[config.mk]
export PLATFORM = sky130hd
export DESIGN_NAME = sisc_ctrl
export DESIGN_NICKNAME = d
export VERILOG_FILES = /design/src/rtl/sisc_pkg.sv /design/src/rtl/sisc_br_eval.sv /design/src/rtl/sisc_ctrl.sv
export SDC_FILE = /design/constraint.sdc
export NUM_CORES = 1
export LEC_CHECK = 0
export ABC_AREA = 1
export BUFFER_PORTS_ARGS = -buffer_cell sky130_fd_sc_hd__clkbuf_2
export CORE_MARGIN = 4
export CORE_UTILIZATION = 30
export CTS_CLUSTER_SIZE = 16
export DETAILED_ROUTE_END_ITERATION = 8
export PLACE_DENSITY = 0.75
export SYNTH_ARGS = -nofsm -noshare
export SYNTH_HDL_FRONTEND = slang
export SYNTH_SLANG_ARGS = --single-unit
[constraint.sdc]
create_clock -name clk -period 1.75 [get_ports clk]
set_clock_uncertainty 0.2 [all_clocks]
set_input_delay 0.525 -clock clk [delete_from_list [all_inputs] [get_ports clk]]
set_output_delay 0.525 -clock clk [all_outputs]
set_load 0.01 [all_outputs]
[src/rtl/sisc_pkg.sv]
// Shared encodings for the SISC control unit and the write-back mux.
// Latency: n/a (constants and types only).
// Backpressure: n/a.
package sisc_pkg;

  typedef enum logic [2:0] {
    ST_START   = 3'd0,
    ST_FETCH   = 3'd1,
    ST_DECODE  = 3'd2,
    ST_EXECUTE = 3'd3,
    ST_MEM     = 3'd4,
    ST_WB      = 3'd5,
    ST_HALT    = 3'd6
  } state_t;

  localparam logic [3:0] OP_NOP   = 4'h0;
  localparam logic [3:0] OP_ALU_R = 4'h1;
  localparam logic [3:0] OP_ALU_I = 4'h2;
  localparam logic [3:0] OP_LOAD  = 4'h3;
  localparam logic [3:0] OP_STORE = 4'h4;
  localparam logic [3:0] OP_LUI   = 4'h5;
  localparam logic [3:0] OP_BR    = 4'h6;
  localparam logic [3:0] OP_JAL   = 4'h7;
  localparam logic [3:0] OP_HALT  = 4'hF;

  // Write-back mux select, shared with mux32.
  localparam logic [1:0] WB_ALU = 2'b00;
  localparam logic [1:0] WB_MEM = 2'b01;
  localparam logic [1:0] WB_IMM = 2'b10;
  localparam logic [1:0] WB_PC  = 2'b11;

  // PC source select.
  localparam logic [1:0] PC_INC = 2'b00;
  localparam logic [1:0] PC_BR  = 2'b01;
  localparam logic [1:0] PC_JMP = 2'b10;

  localparam logic [3:0] ALU_ADD = 4'h0;

  // Opcodes 0-7 and HALT are defined; 8-E are undefined and run as NOP.
  function automatic logic op_defined(input logic [3:0] op);
    return (op <= OP_JAL) || (op == OP_HALT);
  endfunction

endpackage

[src/rtl/sisc_br_eval.sv]
// Branch condition evaluation: cond 0000 is always-taken, else any selected flag set.
// Latency: combinational, zero cycles.
// Backpressure: none.
module sisc_br_eval (
  input  logic [3:0] cond,
  input  logic [3:0] stat,
  output logic       taken
);

  assign taken = (cond == 4'b0000) || ((cond & stat) != 4'b0000);

endmodule

[src/rtl/sisc_ctrl.sv]
// Multi-cycle SISC control FSM: sequences fetch/decode/execute/mem/wb, drives datapath controls.
// Latency: 3-5 cycles per instruction; outputs are combinational from state plus instr.
// Backpressure: none; instr must be held stable by the IR for the whole instruction.
module sisc_ctrl
  import sisc_pkg::*;
(
  input  logic        clk,
  input  logic        rst_f,
  input  logic [31:0] instr,
  input  logic [3:0]  stat,
  output logic        ir_load,
  output logic        pc_write,
  output logic [1:0]  pc_sel,
  output logic        rf_we,
  output logic [1:0]  wb_sel,
  output logic [3:0]  alu_op,
  output logic        alu_src,
  output logic        stat_en,
  output logic        mem_rd,
  output logic        mem_wr,
  output logic        halted,
  output logic        illegal
);

  state_t     state;
  logic [3:0] opcode;
  logic [3:0] func;
  logic       br_taken;
  logic       unused_instr;

  assign opcode       = instr[31:28];
  assign func         = instr[27:24];
  // Register/immediate fields are consumed by the datapath, not by control.
  assign unused_instr = ^instr[23:0];

  sisc_br_eval u_br_eval (
    .cond  (func),
    .stat  (stat),
    .taken (br_taken)
  );

  // State register: synchronous reset to START, otherwise advance per opcode.
  always_ff @(posedge clk) begin
    if (!rst_f) begin
      state <= ST_START;
    end else begin
      case (state)
        ST_START:  state <= ST_FETCH;
        ST_FETCH:  state <= ST_DECODE;
        ST_DECODE: state <= (opcode == OP_HALT) ? ST_HALT : ST_EXECUTE;
        ST_EXECUTE: begin
          case (opcode)
            OP_LOAD, OP_STORE:                  state <= ST_MEM;
            OP_ALU_R, OP_ALU_I, OP_LUI, OP_JAL: state <= ST_WB;
            default:                            state <= ST_FETCH;
          endcase
        end
        ST_MEM:  state <= (opcode == OP_LOAD) ? ST_WB : ST_FETCH;
        ST_WB:   state <= ST_FETCH;
        ST_HALT: state <= ST_HALT;
        default: state <= ST_START;
      endcase
    end
  end

  // Output decode; everything is held at zero while reset is asserted.
  always_comb begin
    ir_load  = 1'b0;
    pc_write = 1'b0;
    pc_sel   = PC_INC;
    rf_we    = 1'b0;
    wb_sel   = WB_ALU;
    alu_op   = ALU_ADD;
    alu_src  = 1'b0;
    stat_en  = 1'b0;
    mem_rd   = 1'b0;
    mem_wr   = 1'b0;
    halted   = 1'b0;
    illegal  = 1'b0;
    if (rst_f) begin
      case (state)
        ST_FETCH: begin
          mem_rd   = 1'b1;
          ir_load  = 1'b1;
          pc_write = 1'b1;
          pc_sel   = PC_INC;
        end
        ST_DECODE: illegal = !op_defined(opcode);
        ST_EXECUTE: begin
          case (opcode)
            OP_ALU_R: begin
              alu_op  = func;
              stat_en = 1'b1;
            end
            OP_ALU_I: begin
              alu_op  = func;
              alu_src = 1'b1;
              stat_en = 1'b1;
            end
            OP_LOAD, OP_STORE: alu_src = 1'b1;
            OP_BR: begin
              if (br_taken) begin
                pc_write = 1'b1;
                pc_sel   = PC_BR;
              end
            end
            default: ;
          endcase
        end
        ST_MEM: begin
          mem_rd = (opcode == OP_LOAD);
          mem_wr = (opcode == OP_STORE);
        end
        ST_WB: begin
          case (opcode)
            OP_ALU_R, OP_ALU_I: begin
              rf_we  = 1'b1;
              wb_sel = WB_ALU;
            end
            OP_LOAD: begin
              rf_we  = 1'b1;
              wb_sel = WB_MEM;
            end
            OP_LUI: begin
              rf_we  = 1'b1;
              wb_sel = WB_IMM;
            end
            OP_JAL: begin
              // Link value is the already-incremented PC, taken before the jump lands.
              rf_we    = 1'b1;
              wb_sel   = WB_PC;
              pc_write = 1'b1;
              pc_sel   = PC_JMP;
            end
            default: ;
          endcase
        end
        ST_HALT: halted = 1'b1;
        default: ;
      endcase
    end
  end

endmodule

=== Yosys cells after proc, flatten, opt, wreduce, memory -nomap -nowiden ===
Index checks and enable logic that the tools add are counted.

* Bits in registers: 3
* Output and inout port bits: 17
* Logic and storage cells: 68

* Reduce and logical (&&, ||, !) cells: 12
* Bitwise operators: 1
* Equal/unequal tests: 14
* Mux-type cells: 39
* $lt $le $gt $ge: 1

{| class="wikitable"
|+ Operators with widths
! kind !! count
|-
| 2-to-1 mux 1 bit || 24
|-
| one-hot mux 3 bit (6 select lines) || 1
|-
| equality test 4 x 3 -> 1 bit (second input constant) || 4
|-
| 2-to-1 mux 4 bit || 3
|-
| equality test 3 bit (second input constant) || 3
|-
| equality test 4 x 2 -> 1 bit (second input constant) || 2
|-
| 2-to-1 mux 2 bit || 4
|-
| equality test 3 x 2 -> 1 bit (second input constant) || 2
|-
| 2-to-1 mux 3 bit || 2
|-
| one-hot mux 2 bit (3 select lines) || 1
|-
| one-hot mux 3 bit (2 select lines) || 1
|-
| OR reduction 2 bit || 3
|-
| OR reduction 5 bit || 1
|-
| bitwise AND 4 bit || 1
|-
| equality test 4 x 1 -> 1 bit (second input constant) || 1
|-
| equality test 4 bit (second input constant) || 1
|-
| <= comparator 4 x 3 -> 1 bit (second input constant) || 1
|-
| zero test 4 bit || 1
|-
| one-hot mux 2 bit (2 select lines) || 1
|-
| nonzero test 4 bit || 1
|-
| OR reduction 4 bit || 1
|-
| equality test 3 x 1 -> 1 bit (second input constant) || 1
|-
| zero test 3 bit || 1
|-
| one-hot mux 1 bit (3 select lines) || 1
|-
| other kinds (4) || 5
|}

=== Depth between registers and ports, before layout ===
Gate-level depths: netlist of the first run.

* Word-level depth: 7
* Mapped depth: 8

=== Modules after synthesis ===
From an unflattened synthesis of the first run, not the netlist that was laid out.

* Cells, all modules: 92
* Area, all modules: 471.7 um^2

{| class="wikitable"
|+ Modules (own cells, without submodules)
! module !! sequential area each (um^2) !! cells each !! times used !! area each (um^2)
|-
| sisc_ctrl || 60.1 || 81 || 1 || 430.4
|-
| sisc_br_eval || 0.0 || 11 || 1 || 41.3
|}

=== Worst setup path before layout of the first run ===
No wires, ideal clock.

* Path kind: input-to-output
* From: input port instr[31]
* To: output port alu_op[0]
* Stages on the path: 5
* Setup slack: -0.170 ns
* Path buffers: 0
* Arrival: 1.195 ns
* Cell sequence: nor2_1 nand3_1 nor2_2 inv_2 nor2_1

* Word-level cells in the longest chain between the ends: 5
* Elaborated cells on any way between the ends: 6

{| class="wikitable"
|+ RTL lines
! element !! line !! text
|-
| start: declaration || sisc_ctrl.sv:9 || <nowiki>input logic [31:0] instr,</nowiki>
|-
| equality test 4 x 1 -> 1 bit / equality test 4 x 2 -> 1 bit (equally long branches) || sisc_ctrl.sv:90 || <nowiki>case (opcode)</nowiki>
|-
| OR reduction 2 bit (no source line) (*) || - ||
|-
| 2-to-1 mux 4 bit (*) || sisc_ctrl.sv:90 ||
|-
| 2-to-1 mux 4 bit (*) || sisc_ctrl.sv:81 || <nowiki>case (state)</nowiki>
|-
| 2-to-1 mux 4 bit (*) || sisc_ctrl.sv:80 || <nowiki>if (rst_f) begin</nowiki>
|-
| end: declaration || sisc_ctrl.sv:16 || <nowiki>output logic [3:0] alu_op,</nowiki>
|}

Mark *: on every way between the ends. The rest lies on a longest branch, timed or not.

=== Worst setup path in the final report of the first run ===
* From: input port instr[30]
* To: output port pc_sel[0]

* Word-level cells in the longest chain between the ends: 4

{| class="wikitable"
|+ RTL lines
! element !! line !! text
|-
| equality test 4 x 3 -> 1 bit || sisc_ctrl.sv:90 ||
|-
| 2-to-1 mux 1 bit || sisc_ctrl.sv:90 ||
|-
| one-hot mux 2 bit (2 select lines) || sisc_ctrl.sv:81 ||
|-
| 2-to-1 mux 2 bit || sisc_ctrl.sv:80 ||
|-
| end: declaration || sisc_ctrl.sv:13 || <nowiki>output logic [1:0] pc_sel,</nowiki>
|}

No other way between the ends.

==> flow_metrics.env, run 1 <==
export IMPL_synth_cells=92
export IMPL_drive_gt1_share_pct=67.8
export IMPL_finalNetCount=191
export IMPL_result_of_the_run="finished with violations"
export IMPL_number_of_antenna_violations_at_the_first_check_in_global_routing=0
export IMPL_detailedRoute_firstIterationViolations=28
export IMPL_global_route_overflow_total=0
export IMPL_synth_most_common_cell="sky130_fd_sc_hd__nand2_1"
export IMPL_crit_path_start_kind="input pin"
export IMPL_detail_route_drc_violations=0
export IMPL_largest_reg_flops=3
export IMPL_buffer_ports_inserted=30
export IMPL_finalWorstPathRequiredPeriod_ps=2230
export IMPL_synth_fp_nets=130
export IMPL_cp_required_ps=1020
export IMPL_endpoint_kind="primary output"
export IMPL_floorplan_initialDensity_pct=33.4
export IMPL_leakage_dissipation_nw=0.594
export IMPL_grt_pass1_wl_mm=3.54
export IMPL_worst_path_max_fanout=3
export IMPL_syn_area_per_cell_sq_um=4.90
export IMPL_grt_max_degree=6
export IMPL_layout_overhead_on_the_synthesized_area_pct=166
export IMPL_netlist_top_cells_count="sky130_fd_sc_hd__nand2_1, sky130_fd_sc_hd__nor2_1, sky130_fd_sc_hd__inv_1"
export IMPL_htree_num_levels=1
export IMPL_final_min_period_over_clock_period_pct=127
export IMPL_die_height_um=46.8
export IMPL_fp_row_count=13
export IMPL_rsz0062_at_grt="true"
export IMPL_worst_slew_pin_slew_ps=257
export IMPL_yosys_most_used_dff="sky130_fd_sc_hd__dfxtp_1"
export IMPL_vdd_ir_drop_max_mv=0.440
export IMPL_synth_seq_area_share_pct=13.3
export IMPL_detailroute_via_count=912
export IMPL_synth_cell_type_count=19
export IMPL_synth_top_cells_by_area="sky130_fd_sc_hd__nand2_1, sky130_fd_sc_hd__nor2_1, sky130_fd_sc_hd__dfxtp_1"
export IMPL_final_hold_viol_count=0
export IMPL_n_antenna_cell=0
export IMPL_die_w_um=46.8
export IMPL_min_delay_path_class="register to register"
export IMPL_vias_per_cell=5.46
export IMPL_route_detailed_wl_per_inst_um=16.5
export IMPL_clk_pin_slew_worst_paths_ps=40
export IMPL_violated_checks="setup timing"
export IMPL_timing_fmax_mhz=449
export IMPL_coreArea_sq_um=1350
export IMPL_timing_slew_headroom_pct=82.8
export IMPL_fin_ws_ps=-478
export IMPL_cts_buffers_inserted=3
export IMPL_clkLatencyLatePin_ps=230
export IMPL_clock_path_buffers=2
export IMPL_die_area_sq_um=2190
export IMPL_synth_enable_flop_cells=0
export IMPL_drv_slew=0
export IMPL_cp_arrival_ps=1500
export IMPL_grt_total_usage_pct=22.8
export IMPL_hpwl_after_detailed_placement_mm=1.45
export IMPL_largest_register="state"
export IMPL_cap_violations=0
export IMPL_totalNegativeSetupSlack_ps=-5000
export IMPL_yosys_warnings=0
export IMPL_drt_pass1_iterations=4
export IMPL_yosysTopAreaCell="sky130_fd_sc_hd__nand2_1"
export IMPL_layout_top_registers="state x3"
export IMPL_p_per_area_nw_per_um2=439
export IMPL_asyncSetResetFlopFracSynth_pct=0
export IMPL_via_count_of_the_first_global_routing_pass=810
export IMPL_cts_tree="built"
export IMPL_cts_hold_fix_buffers=0
export IMPL_clock_sink_count=3
export IMPL_numPlacedInstances=158
export IMPL_yosysTopAreaCellShare_pct=20.8
export IMPL_ys_seq_elements=3
export IMPL_wire_length_reported_by_the_detailed_router_mm=2.76
export IMPL_mappedNetlistArea_sq_um=450
export IMPL_criticalPathCategory="input pin to primary output"
export IMPL_cts_root_buf="sky130_fd_sc_hd__clkbuf_4"
export IMPL_number_of_i_o_pins=55
export IMPL_finalNonFillerCells=167
export IMPL_place_congestion=0.855
export IMPL_setup_violations_final=17
export IMPL_final_antenna_violating_net_count=0
-- metrics by stage --
step	setup slack (ps)	cell area (sq um)	util (%)	hold WS (ps)	power, mW
2_1_floorplan	-69.7	544	-	346	0.186
3_3_place_gp	-462	871	64.5	476	0.285
6_report	-478	1200	88.6	448	0.525
3_5_place_dp	-467	871	64.5	486	0.292
5_1_grt	-518	1200	88.6	469	0.556
4_1_cts	-318	1060	78.5	433	0.475
-- report_power, final --
part | total (mW) | leakage (nW) | switching (mW) | internal (mW)
logic | 0.306 | 0.553 | 0.159 | 0.147
clock network | 0.120 | 0.0150 | 0.0343 | 0.0854
registers | 0.0990 | 0.0261 | 0.0172 | 0.0818
total | 0.525 | 0.594 | 0.211 | 0.314
-- critical path: stages --
cell,delay [ps]
sky130_fd_sc_hd__clkbuf_16,130
sky130_fd_sc_hd__inv_12,30
sky130_fd_sc_hd__nor2_4,110
sky130_fd_sc_hd__inv_2,60
sky130_fd_sc_hd__nor3_1,250
sky130_fd_sc_hd__nand2_1,170
sky130_fd_sc_hd__inv_2,80
sky130_fd_sc_hd__clkbuf_2,130
-- cells in the final DEF, fill, tap and decap left out --
| cell | Yosys | routed |
|---|---|---|
| sky130_fd_sc_hd__buf_4 | 0 | 22 |
| sky130_fd_sc_hd__buf_2 | 0 | 8 |
| sky130_fd_sc_hd__clkbuf_2 | 0 | 11 |
| sky130_fd_sc_hd__buf_8 | 0 | 1 |
| sky130_fd_sc_hd__a31o_2 | 1 | 1 |
| sky130_fd_sc_hd__clkbuf_8 | 0 | 1 |
| sky130_fd_sc_hd__clkbuf_1 | 0 | 1 |
| sky130_fd_sc_hd__nand3_1 | 6 | 2 |
| sky130_fd_sc_hd__nand3_2 | 1 | 2 |
| sky130_fd_sc_hd__inv_12 | 0 | 1 |
| sky130_fd_sc_hd__nand3_4 | 0 | 3 |
| sky130_fd_sc_hd__o21ai_0 | 1 | 1 |
| sky130_fd_sc_hd__nand4_1 | 2 | 2 |
| sky130_fd_sc_hd__clkbuf_4 | 0 | 3 |
| sky130_fd_sc_hd__inv_1 | 15 | 10 |
| sky130_fd_sc_hd__clkinv_1 | 2 | 1 |
| sky130_fd_sc_hd__clkinv_8 | 0 | 1 |
| sky130_fd_sc_hd__nor4_4 | 0 | 1 |
| sky130_fd_sc_hd__a31oi_1 | 1 | 1 |
| sky130_fd_sc_hd__a21oi_1 | 4 | 2 |
| sky130_fd_sc_hd__o21bai_1 | 1 | 1 |
| sky130_fd_sc_hd__dfxtp_2 | 0 | 2 |
| sky130_fd_sc_hd__nor3_2 | 1 | 2 |
| sky130_fd_sc_hd__nor3_4 | 0 | 1 |
| sky130_fd_sc_hd__nor2_1 | 18 | 8 |
| sky130_fd_sc_hd__nor3_1 | 3 | 1 |
| sky130_fd_sc_hd__nand2_2 | 1 | 6 |
| sky130_fd_sc_hd__nand2_8 | 0 | 1 |
| sky130_fd_sc_hd__a21oi_2 | 0 | 2 |
| sky130_fd_sc_hd__inv_4 | 0 | 3 |
| sky130_fd_sc_hd__inv_2 | 4 | 5 |
| sky130_fd_sc_hd__nor2_2 | 2 | 2 |
| sky130_fd_sc_hd__buf_6 | 0 | 10 |
| sky130_fd_sc_hd__nand2_1 | 25 | 19 |
| sky130_fd_sc_hd__dfxtp_4 | 0 | 1 |
| sky130_fd_sc_hd__nor2_4 | 0 | 10 |
| sky130_fd_sc_hd__clkbuf_16 | 0 | 3 |
-- path summary, 6_finish.rpt --
path	startpoint	to	slack (ps)	depth (start not counted)
worst max-delay path	instr[30]	pc_sel[0]	-480	8
worst min-delay path	state[2]	state[1]	450	3
worst max register to register	state[0]	state[0]	330	10
worst min register to register	state[2]	state[1]	450	3
-- routing by layer --
metal	global-route usage, %	wire length, um
met2	44.2	1500
met1	22.9	979
met3	4.21	166
met5	0	0
met4	11.0	115
-- kinds of logic after synthesis --
group | count (synthesis) | share of synthesized area (%)
flip-flops | 3 | 13.3
buffers and inverters | 21 | 17.5
AO/OA/AOI/OAI | 8 | 10.6
AND/OR/NAND/NOR | 60 | 58.6
-- repair_timing --
item	4_1_cts	5_1_grt
buffers inserted	3	2
setup endpoints to repair	17	17
pin swaps	13	8
gates cloned	0	0
endpoints found under the hold margin	0	0
resized for setup	29	43
-- final cells by class --
type,instances,area (sq um)
sequential,3,66.3
tap,15,18.8
inverter,21,111
timing repair buffer,56,477
fill,72,154
clock buffer,4,26.3
multi-input combinational,68,497
(Power assumes the default switching activity.)
==> inputs of run 2 (changes only) <==
--- a/config.mk
+++ b/config.mk
@@ -9,9 +9,11 @@
 export BUFFER_PORTS_ARGS = -buffer_cell sky130_fd_sc_hd__clkbuf_2
 export CORE_MARGIN = 4
 export CORE_UTILIZATION = 30
+export CTS_BUF_LIST = sky130_fd_sc_hd__clkbuf_4 sky130_fd_sc_hd__clkbuf_8
 export CTS_CLUSTER_SIZE = 16
 export DETAILED_ROUTE_END_ITERATION = 8
-export PLACE_DENSITY = 0.75
+export PLACE_DENSITY = 0.83
+export SKIP_CTS_REPAIR_TIMING = 1
 export SYNTH_ARGS = -nofsm -noshare
 export SYNTH_HDL_FRONTEND = slang
 export SYNTH_SLANG_ARGS = --single-unit
==> run 2 against run 1 <==
Net effect: the run still ends with setup timing left; combinational power down 13%; maximum frequency up 8.6%; hold slack lost 23 ps; non-clock buffer count down 3; wire length fell by 29%; clock power up 13%; critical path depth is 2 lower; critical path type unchanged.
==> flow_metrics.env, run 2 (synthesis gave the netlist of run 1 again) <==
export IMPL_result_of_the_run="finished with violations"
export IMPL_violated_checks="setup timing"
export IMPL_total_power_uw=498
export IMPL_worst_path_max_fanout=5
export IMPL_ff_latch_area_sq_um=66.3
export IMPL_endpoint_kind="primary output"
export IMPL_most_common_layout_cells="sky130_fd_sc_hd__buf_4, sky130_fd_sc_hd__nand2_1, sky130_fd_sc_hd__clkbuf_2"
export IMPL_rsz0062_at_grt="true"
export IMPL_clkLatencyLatePin_ps=230
export IMPL_n_antenna_cell=0
export IMPL_vias_per_cell=4.78
export IMPL_clock_path_buffers=2
export IMPL_cts_buffers_inserted=3
export IMPL_worst_slew_pin_slew_ps=208
export IMPL_grt_max_degree=6
export IMPL_p_per_area_nw_per_um2=471
export IMPL_via_count_of_the_first_global_routing_pass=710
export IMPL_number_of_i_o_pins=55
export IMPL_detailedRoute_firstIterationViolations=19
export IMPL_number_of_antenna_violations_at_the_first_check_in_global_routing=0
export IMPL_timing_fmax_mhz=488
export IMPL_finalNonFillerCells=164
export IMPL_holdWs_ps=425
export IMPL_detail_route_drc_violations=0
export IMPL_crit_path_start_kind="input pin"
export IMPL_final_min_period_over_clock_period_pct=117
export IMPL_final_fill_count=107
export IMPL_setup_violations_final=17
export IMPL_vdd_ir_drop_max_mv=0.632
export IMPL_fp_row_count=13
export IMPL_final_hold_viol_count=0
export IMPL_final_area_sq_um=1060
export IMPL_route_detailed_wl_per_inst_um=12.0
export IMPL_cap_violations=0
export IMPL_multi_input_comb_area_sq_um=435
export IMPL_min_delay_path_class="register to register"
export IMPL_numPlacedInstances=158
export IMPL_layout_overhead_on_the_synthesized_area_pct=135
export IMPL_commonest_non_fill_non_tap_cell_in_the_layout="sky130_fd_sc_hd__buf_4"
export IMPL_buffer_ports_inserted=30
export IMPL_detailroute_via_count=784
export IMPL_coreArea_sq_um=1350
export IMPL_finalWorstPathRequiredPeriod_ps=2050
export IMPL_layout_top_registers="state x3"
export IMPL_wire_length_reported_by_the_detailed_router_mm=1.97
export IMPL_largest_register="state"
export IMPL_global_route_overflow_total=0
export IMPL_placed_cell_area_sq_um=871
export IMPL_ff2ff_path_depth=9
export IMPL_floorplan_initialDensity_pct=33.4
export IMPL_place_congestion=0.878
export IMPL_cp_required_ps=1020
export IMPL_die_height_um=46.8
export IMPL_worst_hold_path_cell_count=2
export IMPL_timing_slew_headroom_pct=86.1
export IMPL_largest_reg_flops=3
export IMPL_cts_root_buf="sky130_fd_sc_hd__clkbuf_4"
export IMPL_grt_total_usage_pct=16.9
export IMPL_clk_pin_slew_worst_paths_ps=40
export IMPL_drt_pass1_iterations=4
export IMPL_cts_tree="built"
export IMPL_clock_sink_count=3
export IMPL_drive_gt1_share_pct=61.7
export IMPL_cp_arrival_ps=1330
export IMPL_fin_ws_ps=-301
export IMPL_hpwl_after_detailed_placement_mm=1.42
export IMPL_final_antenna_violating_net_count=0
export IMPL_finalNetCount=188
export IMPL_die_area_sq_um=2190
export IMPL_leakage_dissipation_nw=0.570
export IMPL_drv_slew=0
export IMPL_htree_num_levels=1
export IMPL_die_w_um=46.8
export IMPL_criticalPathCategory="input pin to primary output"
export IMPL_grt_pass1_wl_mm=2.68
export IMPL_utilization_pct=78.3
## run 2: cell types whose count changed in the layout (fill, tap and decap cells not counted), moves of 3 or more
cell                        previous run  this run
sky130_fd_sc_hd__clkbuf_16             3         0
sky130_fd_sc_hd__nand2_1              19        22
sky130_fd_sc_hd__nand2_2               6         2
sky130_fd_sc_hd__nor2_1                8        12
sky130_fd_sc_hd__nor2_4               10         7
## run 2: critical path, stage by stage
cell and delay (ps):
sky130_fd_sc_hd__buf_4 140, sky130_fd_sc_hd__nor2_1 190, sky130_fd_sc_hd__nand2_4 90, sky130_fd_sc_hd__a31o_2 220
sky130_fd_sc_hd__inv_2 40, sky130_fd_sc_hd__clkbuf_2 110
## run 2: cell type report
cell class	count	share of cell area, %
Timing Repair Buffer	53	38.3
Inverter	21	9.59
Sequential cell	3	6.27
Multi-Input combinational cell	68	41.2
Clock buffer	4	2.84
Tap cell	15	1.78
## run 2: final timing paths
check / startpoint / end / slack, ps
min: state[1] / state[1] / 430
min reg2reg: state[1] / state[1] / 430
max: instr[29] / alu_src / -300
max reg2reg: state[0] / state[0] / 350
## run 2: metal layers
metal	up-vias	routed length [um]	GRT usage, %
met2	30	1070	34.6
met3	2	122	1.92
li1	405	-	-
met5	-	0	0
met1	347	756	16.9
met4	0	17	6.63
## run 2: where the power goes
| part | internal [mW] | total [mW] | leakage, nW | switching [mW] |
|---|---|---|---|---|
| registers | 0.0817 | 0.0948 | 0.0261 | 0.0131 |
| clock network | 0.101 | 0.136 | 0.0184 | 0.0353 |
| logic | 0.129 | 0.267 | 0.525 | 0.137 |
## run 2: through the flow
step	setup TNS [ps]	setup WS [ps]
3_5_place_dp	-5220	-464
5_1_grt	-5120	-367
4_1_cts	-5460	-463
2_1_floorplan	-280	-69.7
6_report	-3840	-301
3_3_place_gp	-4960	-461
==> inputs of run 3 (changes only) <==
--- a/config.mk
+++ b/config.mk
@@ -7,12 +7,14 @@
 export LEC_CHECK = 0
 export ABC_AREA = 1
 export BUFFER_PORTS_ARGS = -buffer_cell sky130_fd_sc_hd__clkbuf_2
+export CELL_PAD_IN_SITES_DETAIL_PLACEMENT = 0
+export CELL_PAD_IN_SITES_GLOBAL_PLACEMENT = 2
 export CORE_MARGIN = 4
-export CORE_UTILIZATION = 30
+export CORE_UTILIZATION = 12
 export CTS_BUF_LIST = sky130_fd_sc_hd__clkbuf_4 sky130_fd_sc_hd__clkbuf_8
 export CTS_CLUSTER_SIZE = 16
 export DETAILED_ROUTE_END_ITERATION = 8
-export PLACE_DENSITY = 0.83
+export PLACE_DENSITY = 0.86
 export SKIP_CTS_REPAIR_TIMING = 1
 export SYNTH_ARGS = -nofsm -noshare
 export SYNTH_HDL_FRONTEND = slang
==> run 3 against run 2 <==
Net effect: critical path type unchanged; die area increased by 120%; first-iteration DRC count down 11%; wire length fell by 5.4%; the run still ends with setup timing left; register-to-register slack better by 60 ps.
==> flow_metrics.env, run 3 (synthesis gave the netlist of run 1 again) <==
export IMPL_final_min_period_over_clock_period_pct=116
export IMPL_numPlacedInstances=190
export IMPL_ff2ff_path_depth=8
export IMPL_cts_buffers_inserted=3
export IMPL_cap_violations=0
export IMPL_final_area_sq_um=1150
export IMPL_buffer_ports_inserted=30
export IMPL_via_count_of_the_first_global_routing_pass=748
export IMPL_cp_required_ps=1020
export IMPL_cts_root_buf="sky130_fd_sc_hd__clkbuf_8"
export IMPL_timing_critical_path_cells="buf_12, nor2_4, buf_4, nand2_4, a31o_4, inv_2, clkbuf_2"
export IMPL_min_delay_path_class="register to register"
export IMPL_final_hold_viol_count=0
export IMPL_violated_checks="setup timing"
export IMPL_drv_slew=0
export IMPL_n_antenna_cell=0
export IMPL_result_of_the_run="finished with violations"
export IMPL_drive_gt1_share_pct=67.1
export IMPL_number_of_antenna_violations_at_the_first_check_in_global_routing=0
export IMPL_coreArea_sq_um=3470
export IMPL_grt_pass1_wl_mm=3.03
export IMPL_layout_top_registers="state x3"
export IMPL_most_common_layout_cells="sky130_fd_sc_hd__buf_4, sky130_fd_sc_hd__nand2_1, sky130_fd_sc_hd__clkbuf_2"
export IMPL_timing_slew_headroom_pct=86.7
export IMPL_crit_path_start_kind="input pin"
export IMPL_number_of_i_o_pins=55
export IMPL_register_to_register_setup_slack_ps=410
export IMPL_clkLatencyLatePin_ps=220
export IMPL_p_per_area_nw_per_um2=501
export IMPL_timing_critical_path_slowest_cell_delay_ps=220
export IMPL_fin_ws_ps=-285
export IMPL_crit_path_start="instr[31]"
export IMPL_crit_reg2reg_capture="state[0]"
export IMPL_criticalPathCategory="input pin to primary output"
export IMPL_global_route_overflow_total=0
export IMPL_commonest_non_fill_non_tap_cell_in_the_layout="sky130_fd_sc_hd__buf_4"
export IMPL_vdd_ir_drop_max_mv=0.405
export IMPL_detailroute_via_count=758
export IMPL_holdWs_ps=439
export IMPL_crit_cells=7
export IMPL_timing_critical_path_buf_inv=4
export IMPL_worst_path_max_fanout=5
export IMPL_clock_sink_count=3
export IMPL_critPathSlowestCell="sky130_fd_sc_hd__a31o_4"
export IMPL_clock_path_buffers=2
export IMPL_hpwl_after_detailed_placement_mm=1.54
export IMPL_utilization_pct=33.1
export IMPL_finalNonFillerCells=195
export IMPL_layout_overhead_on_the_synthesized_area_pct=155
export IMPL_cp_arrival_ps=1310
export IMPL_use_met1_pct=9.17
export IMPL_cell_family_with_the_largest_share_of_critical_path_delay="buffers and inverters"
export IMPL_r2r_start="state[1]"
export IMPL_fp_row_count=21
export IMPL_timing_fmax_mhz=491
export IMPL_cts_tree="built"
export IMPL_grt_use_met3_pct=2.03
export IMPL_grt_busiest_layer="met2"
export IMPL_rsz0062_at_grt="true"
export IMPL_htree_num_levels=1
export IMPL_largest_register="state"
export IMPL_gr_usage_met2_pct=12.1
export IMPL_place_congestion=0.778
export IMPL_die_w_um=69.3
export IMPL_final_antenna_violating_net_count=0
export IMPL_finalNetCount=188
export IMPL_endpoint_kind="primary output"
export IMPL_finalWorstPathRequiredPeriod_ps=2030
export IMPL_wire_length_reported_by_the_detailed_router_mm=1.86
export IMPL_floorplan_initialDensity_pct=13.0
export IMPL_vias_per_cell=3.89
export IMPL_detailedRoute_firstIterationViolations=17
export IMPL_die_area_sq_um=4800
export IMPL_worst_slew_pin_slew_ps=198
export IMPL_drt_pass1_iterations=4
export IMPL_placed_cell_area_sq_um=917
export IMPL_setup_worst_path_end="alu_src"
export IMPL_route_detailed_wl_per_inst_um=9.54
export IMPL_grt_total_usage_pct=7.46
export IMPL_detail_route_drc_violations=0
export IMPL_die_height_um=69.3
export IMPL_totalNegativeSetupSlack_ps=-3440
export IMPL_largest_reg_flops=3
export IMPL_setup_violations_final=17
export IMPL_leakage_dissipation_nw=0.590
export IMPL_clk_pin_slew_worst_paths_ps=30
export IMPL_grt_max_degree=6
[run 3: worst min path at each step]
stage               startpoint  endpoint  cells past startpoint
floorplan             state[2]  state[1]                      2
global placement      state[2]  state[1]                      3
detailed placement    state[2]  state[1]                      3
CTS                   state[2]  state[1]                      3
global route          state[2]  state[1]                      3
finish                state[2]  state[1]                      3
[run 3: metal layers]
metal | vias up | part of all wire [%] | routed length (um)
met2 | 28 | 48 | 894
met1 | 326 | 43 | 791
met3 | 3 | 7.7 | 144
met4 | 0 | 1.7 | 31
li1 | 401 | - | -
met5 | - | 0 | 0
[run 3: stage by stage]
step	worst slack (ps)	total power, mW
CTS	-492	0.524
global placement	-480	0.290
global route	-368	0.613
detailed placement	-491	0.296
floorplan	-69.7	0.186
finish	-285	0.576
[run 3: tightest hold or removal path, cell delays in order, from the launching register on]
cell                      delay (ps)
sky130_fd_sc_hd__dfxtp_2         320
sky130_fd_sc_hd__inv_2            80
sky130_fd_sc_hd__nand3_4         110
sky130_fd_sc_hd__a31oi_1          80
[run 3: final cells by class]
class / count / area, sq um
Multi-Input combinational cell: 68 / 484
Clock buffer: 4 / 48.8
Sequential cell: 3 / 66.3
Fill cell: 386 / 2320
Tap cell: 46 / 57.6
Inverter: 21 / 98.8
Timing Repair Buffer: 53 / 393
[run 3: report_power, final]
part           internal [mW]  total [mW]  switching, mW
logic                  0.122       0.261          0.138
clock network          0.171       0.222         0.0510
registers             0.0818      0.0930         0.0113
total                  0.375       0.576          0.201
